<file path="src/rtl/xcorr_peak_find_if.sv">
// rtl/xcorr_peak_find_if.sv - sample, control and peak-report bundle for xcorr_peak_find
interface xcorr_peak_find_if #(
    parameter int WND_MAX = 64,
    parameter int CORR_W  = 24,
    parameter int DATA_W  = 18,
    parameter int HOLD_W  = 16
);
    localparam int IDX_W = $clog2(WND_MAX);

    logic                in_valid;
    logic [CORR_W-1:0]   corr_in;
    logic [DATA_W-1:0]   data_i;
    logic [DATA_W-1:0]   data_q;
    logic [CORR_W-1:0]   thr_lvl;
    logic [IDX_W:0]      wnd_len;
    logic [HOLD_W-1:0]   holdoff;
    logic                out_valid;
    logic [DATA_W-1:0]   odata_i;
    logic [DATA_W-1:0]   odata_q;
    logic                osop;
    logic                peak_strobe;
    logic [CORR_W-1:0]   peak_val;
    logic [IDX_W-1:0]    peak_idx;
    logic                busy;

    modport master (
        output in_valid, corr_in, data_i, data_q, thr_lvl, wnd_len, holdoff,
        input  out_valid, odata_i, odata_q, osop, peak_strobe, peak_val, peak_idx, busy
    );

    modport slave (
        input  in_valid, corr_in, data_i, data_q, thr_lvl, wnd_len, holdoff,
        output out_valid, odata_i, odata_q, osop, peak_strobe, peak_val, peak_idx, busy
    );
endinterface

</file>
<file path="src/rtl/xcorr_peak_find.sv">
// rtl/xcorr_peak_find.sv - windowed correlation peak search with aligned delayed I/Q output
module xcorr_peak_find #(
    parameter int WND_MAX = 64,
    parameter int CORR_W  = 24,
    parameter int DATA_W  = 18,
    parameter int HOLD_W  = 16
) (
    input  logic             clk,
    input  logic             rst,
    xcorr_peak_find_if.slave bus
);
    localparam int IDX_W = $clog2(WND_MAX);
    localparam int DEPTH = WND_MAX + 1;
    localparam int AW    = $clog2(DEPTH);
    localparam logic [IDX_W:0] WND_MAX_V = (IDX_W+1)'(WND_MAX);
    localparam logic [AW-1:0]  LAST_ADDR = AW'(DEPTH - 1);
    localparam logic [AW-1:0]  FULL_CNT  = AW'(DEPTH);

    typedef enum logic [1:0] {ST_IDLE, ST_SEARCH, ST_HOLD} state_t;

    state_t              state_q, state_d;
    logic [AW-1:0]       ptr_q, ptr_d;
    logic [AW-1:0]       fill_q, fill_d;
    logic [IDX_W:0]      w_eff_q, w_eff_d;
    logic [IDX_W-1:0]    idx_q, idx_d;
    logic [CORR_W-1:0]   cand_val_q, cand_val_d;
    logic [IDX_W-1:0]    cand_idx_q, cand_idx_d;
    logic [AW-1:0]       cand_addr_q, cand_addr_d;
    logic [HOLD_W-1:0]   hold_q, hold_d;
    logic                peak_strobe_q, peak_strobe_d;
    logic [CORR_W-1:0]   peak_val_q, peak_val_d;
    logic [IDX_W-1:0]    peak_idx_q, peak_idx_d;
    logic                out_valid_q, out_valid_d;
    logic                osop_q, osop_d;
    logic [DATA_W-1:0]   out_i_q, out_i_d;
    logic [DATA_W-1:0]   out_q_q, out_q_d;

    // Delay line plus one marker bit per slot; the marker tags the peak sample
    // so any number of pending peaks drain in order with the data itself.
    logic [DATA_W-1:0]   ring_i_mem [DEPTH];
    logic [DATA_W-1:0]   ring_q_mem [DEPTH];
    logic                sop_mark   [DEPTH];

    logic [IDX_W:0]      wnd_clamped;
    logic                filled;
    logic                start_hit;
    logic                in_window;
    logic                take;
    logic [IDX_W-1:0]    cur_idx;
    logic [IDX_W:0]      win_last;
    logic                win_end;
    logic [CORR_W-1:0]   sel_val;
    logic [IDX_W-1:0]    sel_idx;
    logic [AW-1:0]       sel_addr;

    // Window-length clamp, candidate compare and window-end detection for this sample
    always_comb begin
        if (bus.wnd_len == '0) begin
            wnd_clamped = (IDX_W+1)'(1);
        end else if (bus.wnd_len > WND_MAX_V) begin
            wnd_clamped = WND_MAX_V;
        end else begin
            wnd_clamped = bus.wnd_len;
        end
        filled    = (fill_q == FULL_CNT);
        start_hit = (state_q == ST_IDLE) && bus.in_valid && (bus.corr_in > bus.thr_lvl);
        in_window = start_hit || ((state_q == ST_SEARCH) && bus.in_valid);
        cur_idx   = (state_q == ST_SEARCH) ? idx_q : '0;
        win_last  = (state_q == ST_SEARCH) ? w_eff_q : wnd_clamped;
        take      = start_hit || ((state_q == ST_SEARCH) && (bus.corr_in > cand_val_q));
        sel_val   = take ? bus.corr_in : cand_val_q;
        sel_idx   = take ? cur_idx : cand_idx_q;
        sel_addr  = take ? ptr_q : cand_addr_q;
        win_end   = in_window && ({1'b0, cur_idx} == (win_last - 1'b1));
    end

    // State register and datapath flops
    always_ff @(posedge clk) begin
        if (rst) begin
            state_q       <= ST_IDLE;
            ptr_q         <= '0;
            fill_q        <= '0;
            w_eff_q       <= '0;
            idx_q         <= '0;
            cand_val_q    <= '0;
            cand_idx_q    <= '0;
            cand_addr_q   <= '0;
            hold_q        <= '0;
            peak_strobe_q <= 1'b0;
            peak_val_q    <= '0;
            peak_idx_q    <= '0;
            out_valid_q   <= 1'b0;
            osop_q        <= 1'b0;
            out_i_q       <= '0;
            out_q_q       <= '0;
        end else begin
            state_q       <= state_d;
            ptr_q         <= ptr_d;
            fill_q        <= fill_d;
            w_eff_q       <= w_eff_d;
            idx_q         <= idx_d;
            cand_val_q    <= cand_val_d;
            cand_idx_q    <= cand_idx_d;
            cand_addr_q   <= cand_addr_d;
            hold_q        <= hold_d;
            peak_strobe_q <= peak_strobe_d;
            peak_val_q    <= peak_val_d;
            peak_idx_q    <= peak_idx_d;
            out_valid_q   <= out_valid_d;
            osop_q        <= osop_d;
            out_i_q       <= out_i_d;
            out_q_q       <= out_q_d;
        end
    end

    // Ring write of the incoming sample; the marker of the decided peak is set last so it wins
    always_ff @(posedge clk) begin
        if (!rst && bus.in_valid) begin
            ring_i_mem[ptr_q] <= bus.data_i;
            ring_q_mem[ptr_q] <= bus.data_q;
            sop_mark[ptr_q]   <= 1'b0;
        end
        if (!rst && win_end) begin
            sop_mark[sel_addr] <= 1'b1;
        end
    end

    // Next-state logic: threshold only matters in IDLE, HOLD counts valid samples
    always_comb begin
        state_d = state_q;
        if (bus.in_valid) begin
            case (state_q)
                ST_IDLE:   if (start_hit) state_d = win_end ? ST_HOLD : ST_SEARCH;
                ST_SEARCH: if (win_end) state_d = ST_HOLD;
                ST_HOLD:   if (hold_q <= HOLD_W'(1)) state_d = ST_IDLE;
                default:   state_d = ST_IDLE;
            endcase
        end
    end

    // Datapath next values; everything except the pulses holds on invalid cycles
    always_comb begin
        ptr_d         = ptr_q;
        fill_d        = fill_q;
        w_eff_d       = w_eff_q;
        idx_d         = idx_q;
        cand_val_d    = cand_val_q;
        cand_idx_d    = cand_idx_q;
        cand_addr_d   = cand_addr_q;
        hold_d        = hold_q;
        peak_strobe_d = 1'b0;
        peak_val_d    = peak_val_q;
        peak_idx_d    = peak_idx_q;
        out_valid_d   = 1'b0;
        osop_d        = 1'b0;
        out_i_d       = out_i_q;
        out_q_d       = out_q_q;
        if (bus.in_valid) begin
            ptr_d = (ptr_q == LAST_ADDR) ? '0 : ptr_q + 1'b1;
            if (!filled) begin
                fill_d = fill_q + 1'b1;
            end else begin
                out_valid_d = 1'b1;
                out_i_d     = ring_i_mem[ptr_q];
                out_q_d     = ring_q_mem[ptr_q];
                osop_d      = sop_mark[ptr_q];
            end
            if (start_hit) begin
                w_eff_d = wnd_clamped;
            end
            if (in_window) begin
                cand_val_d  = sel_val;
                cand_idx_d  = sel_idx;
                cand_addr_d = sel_addr;
                idx_d       = cur_idx + 1'b1;
            end
            if (win_end) begin
                peak_strobe_d = 1'b1;
                peak_val_d    = sel_val;
                peak_idx_d    = sel_idx;
                hold_d        = bus.holdoff;
            end else if ((state_q == ST_HOLD) && (hold_q != '0)) begin
                hold_d = hold_q - 1'b1;
            end
        end
    end

    // Outputs: registered datapath values, busy decoded from state
    always_comb begin
        bus.out_valid   = out_valid_q;
        bus.odata_i     = out_i_q;
        bus.odata_q     = out_q_q;
        bus.osop        = osop_q;
        bus.peak_strobe = peak_strobe_q;
        bus.peak_val    = peak_val_q;
        bus.peak_idx    = peak_idx_q;
        bus.busy        = (state_q != ST_IDLE);
    end
endmodule
</file>
<file path="src/flat_wrapper.sv">
// flat-port wrapper written by rule: the top's interface ports become plain ports
module xcorr_peak_find_flat 
#(
    parameter int WND_MAX = 64,
    parameter int CORR_W  = 24,
    parameter int DATA_W  = 18,
    parameter int HOLD_W  = 16
)
  (clk, rst, bus_in_valid, bus_corr_in, bus_data_i, bus_data_q, bus_thr_lvl, bus_wnd_len, bus_holdoff, bus_out_valid, bus_odata_i, bus_odata_q, bus_osop, bus_peak_strobe, bus_peak_val, bus_peak_idx, bus_busy);
  xcorr_peak_find_if #(.WND_MAX(WND_MAX), .CORR_W(CORR_W), .DATA_W(DATA_W), .HOLD_W(HOLD_W)) bus_i ();
  input  logic clk;
  input  logic rst;
  input wire logic [$bits(bus_i.in_valid)-1:0] bus_in_valid;
  input wire logic [$bits(bus_i.corr_in)-1:0] bus_corr_in;
  input wire logic [$bits(bus_i.data_i)-1:0] bus_data_i;
  input wire logic [$bits(bus_i.data_q)-1:0] bus_data_q;
  input wire logic [$bits(bus_i.thr_lvl)-1:0] bus_thr_lvl;
  input wire logic [$bits(bus_i.wnd_len)-1:0] bus_wnd_len;
  input wire logic [$bits(bus_i.holdoff)-1:0] bus_holdoff;
  output wire logic [$bits(bus_i.out_valid)-1:0] bus_out_valid;
  output wire logic [$bits(bus_i.odata_i)-1:0] bus_odata_i;
  output wire logic [$bits(bus_i.odata_q)-1:0] bus_odata_q;
  output wire logic [$bits(bus_i.osop)-1:0] bus_osop;
  output wire logic [$bits(bus_i.peak_strobe)-1:0] bus_peak_strobe;
  output wire logic [$bits(bus_i.peak_val)-1:0] bus_peak_val;
  output wire logic [$bits(bus_i.peak_idx)-1:0] bus_peak_idx;
  output wire logic [$bits(bus_i.busy)-1:0] bus_busy;
  assign bus_i.in_valid = bus_in_valid;
  assign bus_i.corr_in = bus_corr_in;
  assign bus_i.data_i = bus_data_i;
  assign bus_i.data_q = bus_data_q;
  assign bus_i.thr_lvl = bus_thr_lvl;
  assign bus_i.wnd_len = bus_wnd_len;
  assign bus_i.holdoff = bus_holdoff;
  assign bus_out_valid = bus_i.out_valid;
  assign bus_odata_i = bus_i.odata_i;
  assign bus_odata_q = bus_i.odata_q;
  assign bus_osop = bus_i.osop;
  assign bus_peak_strobe = bus_i.peak_strobe;
  assign bus_peak_val = bus_i.peak_val;
  assign bus_peak_idx = bus_i.peak_idx;
  assign bus_busy = bus_i.busy;
  xcorr_peak_find #(.WND_MAX(WND_MAX), .CORR_W(CORR_W), .DATA_W(DATA_W), .HOLD_W(HOLD_W)) u_core (.clk(clk), .rst(rst), .bus(bus_i));
endmodule
</file>
<file path="config.mk">
export PLATFORM = sky130hd
export DESIGN_NAME = xcorr_peak_find_flat
export DESIGN_NICKNAME = d
export VERILOG_FILES = /design/src/rtl/xcorr_peak_find_if.sv /design/src/rtl/xcorr_peak_find.sv /design/src/flat_wrapper.sv
export SDC_FILE = /design/constraint.sdc
export NUM_CORES = 2
export LEC_CHECK = 0
export BUFFER_PORTS_ARGS = -buffer_cell sky130_fd_sc_hd__buf_2
export CORE_MARGIN = 3
export CORE_UTILIZATION = 56
export DETAILED_ROUTE_END_ITERATION = 8
export PLACE_DENSITY_LB_ADDON = 0.1
export SYNTH_ARGS = -nofsm -noshare
export SYNTH_HDL_FRONTEND = slang
export SYNTH_SLANG_ARGS = --single-unit
</file>
<file path="constraint.sdc">
create_clock -name clk -period 4.47 [get_ports clk]
set_input_delay 0.447 -clock clk [delete_from_list [all_inputs] [get_ports clk]]
set_output_delay 0.447 -clock clk [all_outputs]
set_load 0.05 [all_outputs]
</file>
# == Word level (Yosys, flattened, before mapping) ==
# Memory sizes are Yosys's and may differ from the RTL's. A register that Yosys moved wholly into a read port is not among the register bits.
# Index checks and enable logic that the tools add are counted.
# word_totals
output_inout_bits,70
wordCells,81
mem_count,3
ram_bits,2405
regBits,114
in_bits,110
# mem_list
name,words,word_bits,read_ports,rd_ports_with_merged_regs,wr,line_no,source
u_core.ring_i_mem,65,18,1,1,1,xcorr_peak_find.sv:40,logic [DATA_W-1:0] ring_i_mem [DEPTH];
u_core.ring_q_mem,65,18,1,1,1,xcorr_peak_find.sv:41,logic [DATA_W-1:0] ring_q_mem [DEPTH];
u_core.sop_mark,65,1,1,1,2,xcorr_peak_find.sv:42,logic sop_mark [DEPTH];
# op_classes
order_cmp,4
eq_ne,8
n_addsub,5
n_mux,21
n_reduce_logical,25
bitwise,2
# op_table
operator,count
24-bit greater-than comparator,2
7-bit two-way mux,5
16-bit two-way mux,2
24-bit two-way mux,1
16-bit by 1-bit less-or-equal comparator with 1-bit output (second input constant),1
16-bit nonzero test,1
16-bit by 1-bit subtractor with 16-bit output (second input constant),1
7-bit by 1-bit adder with 7-bit output (second input constant),2
7-bit equality test (second input constant),2
6-bit two-way mux,2
2-bit AND reduction,6
1-bit logical AND,8
2-bit two-way mux,4
6-bit by 7-bit equality test with 1-bit output,1
7-bit greater-than comparator (second input constant),1
7-bit logical NOT,1
7-bit by 1-bit subtractor with 7-bit output (second input constant),1
6-bit by 1-bit adder with 6-bit output (second input constant),1
1-bit two-way mux,6
2-bit by 1-bit inequality test with 1-bit output (second input constant),3
2-bit case mux with 3 select lines,1
4-bit AND reduction,1
2-bit nonzero test,2
3-bit OR reduction,1
7 further kinds,9

# == Depth between registers and ports, before layout ==
# depth
ltp_word,10
depth_mapped,15
mapped_depth_nobuf,13

# == Least setup slack after synthesis ==
# Ideal clock, no wire load.
# synth_timing
kind,reg-to-reg
from,reg u_core.ptr_q[2]
to,mem u_core.sop_mark[34]
setup_slack_ns,-0.098
t_arrival_ns,4.440
stages_incl_launch_ff,11
path_buffers,6
cell_sequence,dfxtp_1 buf_2 buf_2 buf_2 buf_2 buf_2 clkbuf_1 nor3_1 nor2b_1 a41oi_1 o21ai_0
# synth_rtl
item,line_no,source
start: declaration,xcorr_peak_find.sv:22,"logic [AW-1:0] ptr_q, ptr_d;"
start signal: assignment,xcorr_peak_find.sv:98,ptr_q <= ptr_d;
end: declaration,xcorr_peak_find.sv:42,

==> metrics.csv <==
stage,metric,value,unit
floorplan,# IOs,180,
synthesis,cell area after synthesis,0.0983,sq mm
power_and_ir_drop,PD cells,451,mW/mm^2
cells_and_area,nets@finish,6696,
critical_path,Worst setup SP type,flop,
synthesis,Netlist cell types,81,
run_status,status,"finished, final reports clean",
placed_design,dpl hpwl,193000,um
global_route,M3 GR Usage,0.0939,
cells_and_area,Layout area overhead,15.7,%
critical_path,Setup Crit Path Kind,flop to flop,
clocking,CTS buffer count,278,
clocking,clock tree buffer depth,4,
global_route,grt met2 use,0.572,
critical_path,CP Max Fanout,28,
timing,RSZ-0062 raised after global routing,false,
route,1st-iter DRT viols,11100,
cells_and_area,Final Cell Area,0.114,sq mm
floorplan,die area,0.181,sq mm
cells_and_area,Post-Route Utilization,0.653,
clocking,worst-skew pair later-pin latency,0.93,ns
route,via count,65100,
floorplan,Core Region,0.174,sq mm
timing,Worst Clk Skew,0.0578,ns
clocking,Setup Buffers After CTS,0,
synthesis,Synth area leader,edfxtp_1,
timing,Slew HR,0.149,
timing,Max Fclk,258,MHz
clocking,CTS H-tree lvls,5,
placed_design,dpl cells,8527,
global_route,grt ovf,0,
global_route,GRT Total Usage,0.377,
route,Initial DRT Pass Iterations,6,
global_route,first-pass GRT wire length,477000,um
synthesis,number of synthesized flops with an enable pin,2340,
placed_design,placed cell area,0.105,sq mm
clocking,Clock Sinks,2556,
power_and_ir_drop,leakage power,35.9,nW
clocking,clock tree root buffer cell,clkbuf_16,
cells_and_area,fin cells,9060,
hold_path,Hold WC Path Type,input port to flop,
route,Routed Antenna Nets,0,
global_route,initial antenna violation count,20,
cells_and_area,Fill cells,12100,
floorplan,number of core rows,153,
timing,Final min period,3.87,ns
synthesis,Syn Inst Count,6114,
timing,Final Hold Viols,0,
synthesis,Commonest cells post-synth,"edfxtp_1, nor2_1, a22oi_1",
clocking,"Reg clk slew, reported paths",0.06,ns
floorplan,chip width,425,um
clocking,clock tree from TritonCTS,done,
global_route,GR peak layer,met2,
synthesis,"count leader, synth",edfxtp_1,
route,routed vias/inst,7.18,
timing,Setup Viol. Count Final,0,
synthesis,Main synth FF type,edfxtp_1,
placed_design,input/output buffers,179,
timing,Worst Max-Slew Pin Slew,1.28,ns
synthesis,"Async S/R FF share, synth",0,
global_route,largest net degree at the start of global routing,113,
global_route,vias in the first global route,61300,
global_route,met1 Use GR,0.518,
power_and_ir_drop,Worst VDD drop,0.362,mV
floorplan,die height,425,um
floorplan,initial core utilization,0.564,
critical_path,Crit. End Element,flop,
critical_path,CP Data Arrival Time,4.63,ns
synthesis,Yosys warnings,0,
synthesis,top post-synthesis cells by area,"edfxtp_1, dfxtp_1, a22oi_1",
placed_design,GP Congestion,0.919,
cells_and_area,fraction of layout cells with a size suffix above 1,0.175,
synthesis,"Seq/Total Area, Yosys",0.759,
job,MaxCap Viol Count,0,
synthesis,Mean Syn Cell Area,16.1,sq um
timing,max-slew violations,0,
synthesis,post-synthesis sequential element count,2556,
synthesis,top cell type's share of synthesized area,0.715,
route,Avg WL per Cell,38.2,um
timing,hold_ws,0.0534,ns
route,DRC Markers,0,
synthesis,net count after synthesis,6280,
critical_path,data required time of the worst path,5.23,ns
route,Post-Route WL,346000,um
timing,Final period util,0.867,
## critical path, stage by stage (launching register included)
cell      delay, ns
dfxtp_4        0.50
buf_12         0.26
and3_4         0.37
buf_12         0.28
buf_4          0.20
buf_4          0.20
a221oi_1       0.42
nand3_1        0.14
a221oi_1       0.27
o21ai_0        0.17
a221oi_1       0.67
nor3_1         0.13
## report_power, final
part           switching [W]  internal (W)  leakage, nW
registers          0.0000612        0.0261         22.8
clock network        0.00908        0.0130         4.19
logic                0.00216      0.000915         8.96
## logic make-up (layout without fill, tap and decap cells)
family,Yosys count,count (layout),share of synthesized area
compound gates,1621,1621,0.121
xor+xnor,28,28,0.00249
fa+ha+maj,56,56,0.00713
buf+inv,484,1093,0.0194
flops,2556,2556,0.759
mux,395,395,0.0461
other cells,0,12,0
simple gates,974,974,0.0451
## metrics by stage
| step | setup TNS (ns) | power, W | worst slack, ns |
|---|---|---|---|
| after floorplan | -2.11 | 0.0282 | -0.0979 |
| after global placement | 0 | 0.0296 | 0.627 |
| after detailed placement | 0 | 0.0297 | 0.560 |
| after CTS | 0 | 0.0513 | 0.696 |
| after global routing | 0 | 0.0525 | 0.494 |
| final | 0 | 0.0513 | 0.596 |
## layer usage
layer  routed length, um  up-vias  share of wire
met5                  52        -        0.00015
met2              155000     5294           0.45
met3               46100     1002           0.13
met1              125000    33100           0.36
li1                    -    25700              -
met4               19200        8          0.056
## cell usage in the layout, fill, tap and decap left out, drive strengths merged, types with 11 or more instances in the layout
master / n
o21ai: 198
edfxtp: 2340
a2111oi: 21
mux4: 32
and2: 11
buf: 514
a221o: 26
bufinv: 15
a41oi: 31
ha: 56
nor2: 385
nand2b: 11
clkinv: 67
dlygate4sd3: 48
mux2i: 223
mux2: 140
nand2: 260
nand4: 81
a311oi: 53
a21oi: 220
nand3: 69
a211oi: 40
nor3: 42
clkbuf: 383
a221oi: 271
a22o: 96
diode: 12
a222oi: 34
nor2b: 52
nor4: 12
dfxtp: 216
xnor2: 19
o211ai: 50
a22oi: 372
or3: 11
inv: 60
a31oi: 75
o22ai: 36
o221ai: 39
## cell type report
type	count	area, sq um	area share
tap	2325	2910	0.0256
sequential	2556	74600	0.656
antenna	12	30.0	0.000264
clock buffer	383	7790	0.0685
inverter	58	220	0.00194
timing repair buffer	562	4960	0.0436
multi-input combinational	3074	22400	0.197
clock inverter	90	805	0.00707
## path summary, 6_finish.rpt
| check | depth (start not counted) | slack (ns) | startpoint | to |
|---|---|---|---|---|
| setup / recovery | 11 | 0.60 | u_core.ptr_q[2] | u_core.bus.odata_i[12] |
| hold / removal | 4 | 0.05 | bus_in_valid | u_core.state_q[0] |
| setup reg to reg | 11 | 0.60 | u_core.ptr_q[2] | u_core.bus.odata_i[12] |
| hold reg to reg | 2 | 0.48 | u_core.cand_idx_q[5] | u_core.bus.peak_idx[5] |
## state kept, by name, summed over array words and instances (netlist names), 2 cells and up
signal               cells
u_core.ptr_q             7
u_core.cand_idx_q        6
u_core.idx_q             6
u_core.fill_q            7
u_core.state_q           2
u_core.hold_q           16
u_core.bus.odata_q      18
u_core.cand_val_q       24
u_core.ring_q_mem     1170
u_core.w_eff_q           7
u_core.bus.odata_i      18
u_core.sop_mark         65
u_core.cand_addr_q       7
u_core.ring_i_mem     1170
u_core.bus.peak_val     24
u_core.bus.peak_idx      6
## what timing repair did
item,4_1_cts,5_1_grt
hold buffers,48,0
hold endpoints to repair,77,0
resized for setup,0,0
(Power assumes the default switching activity.)
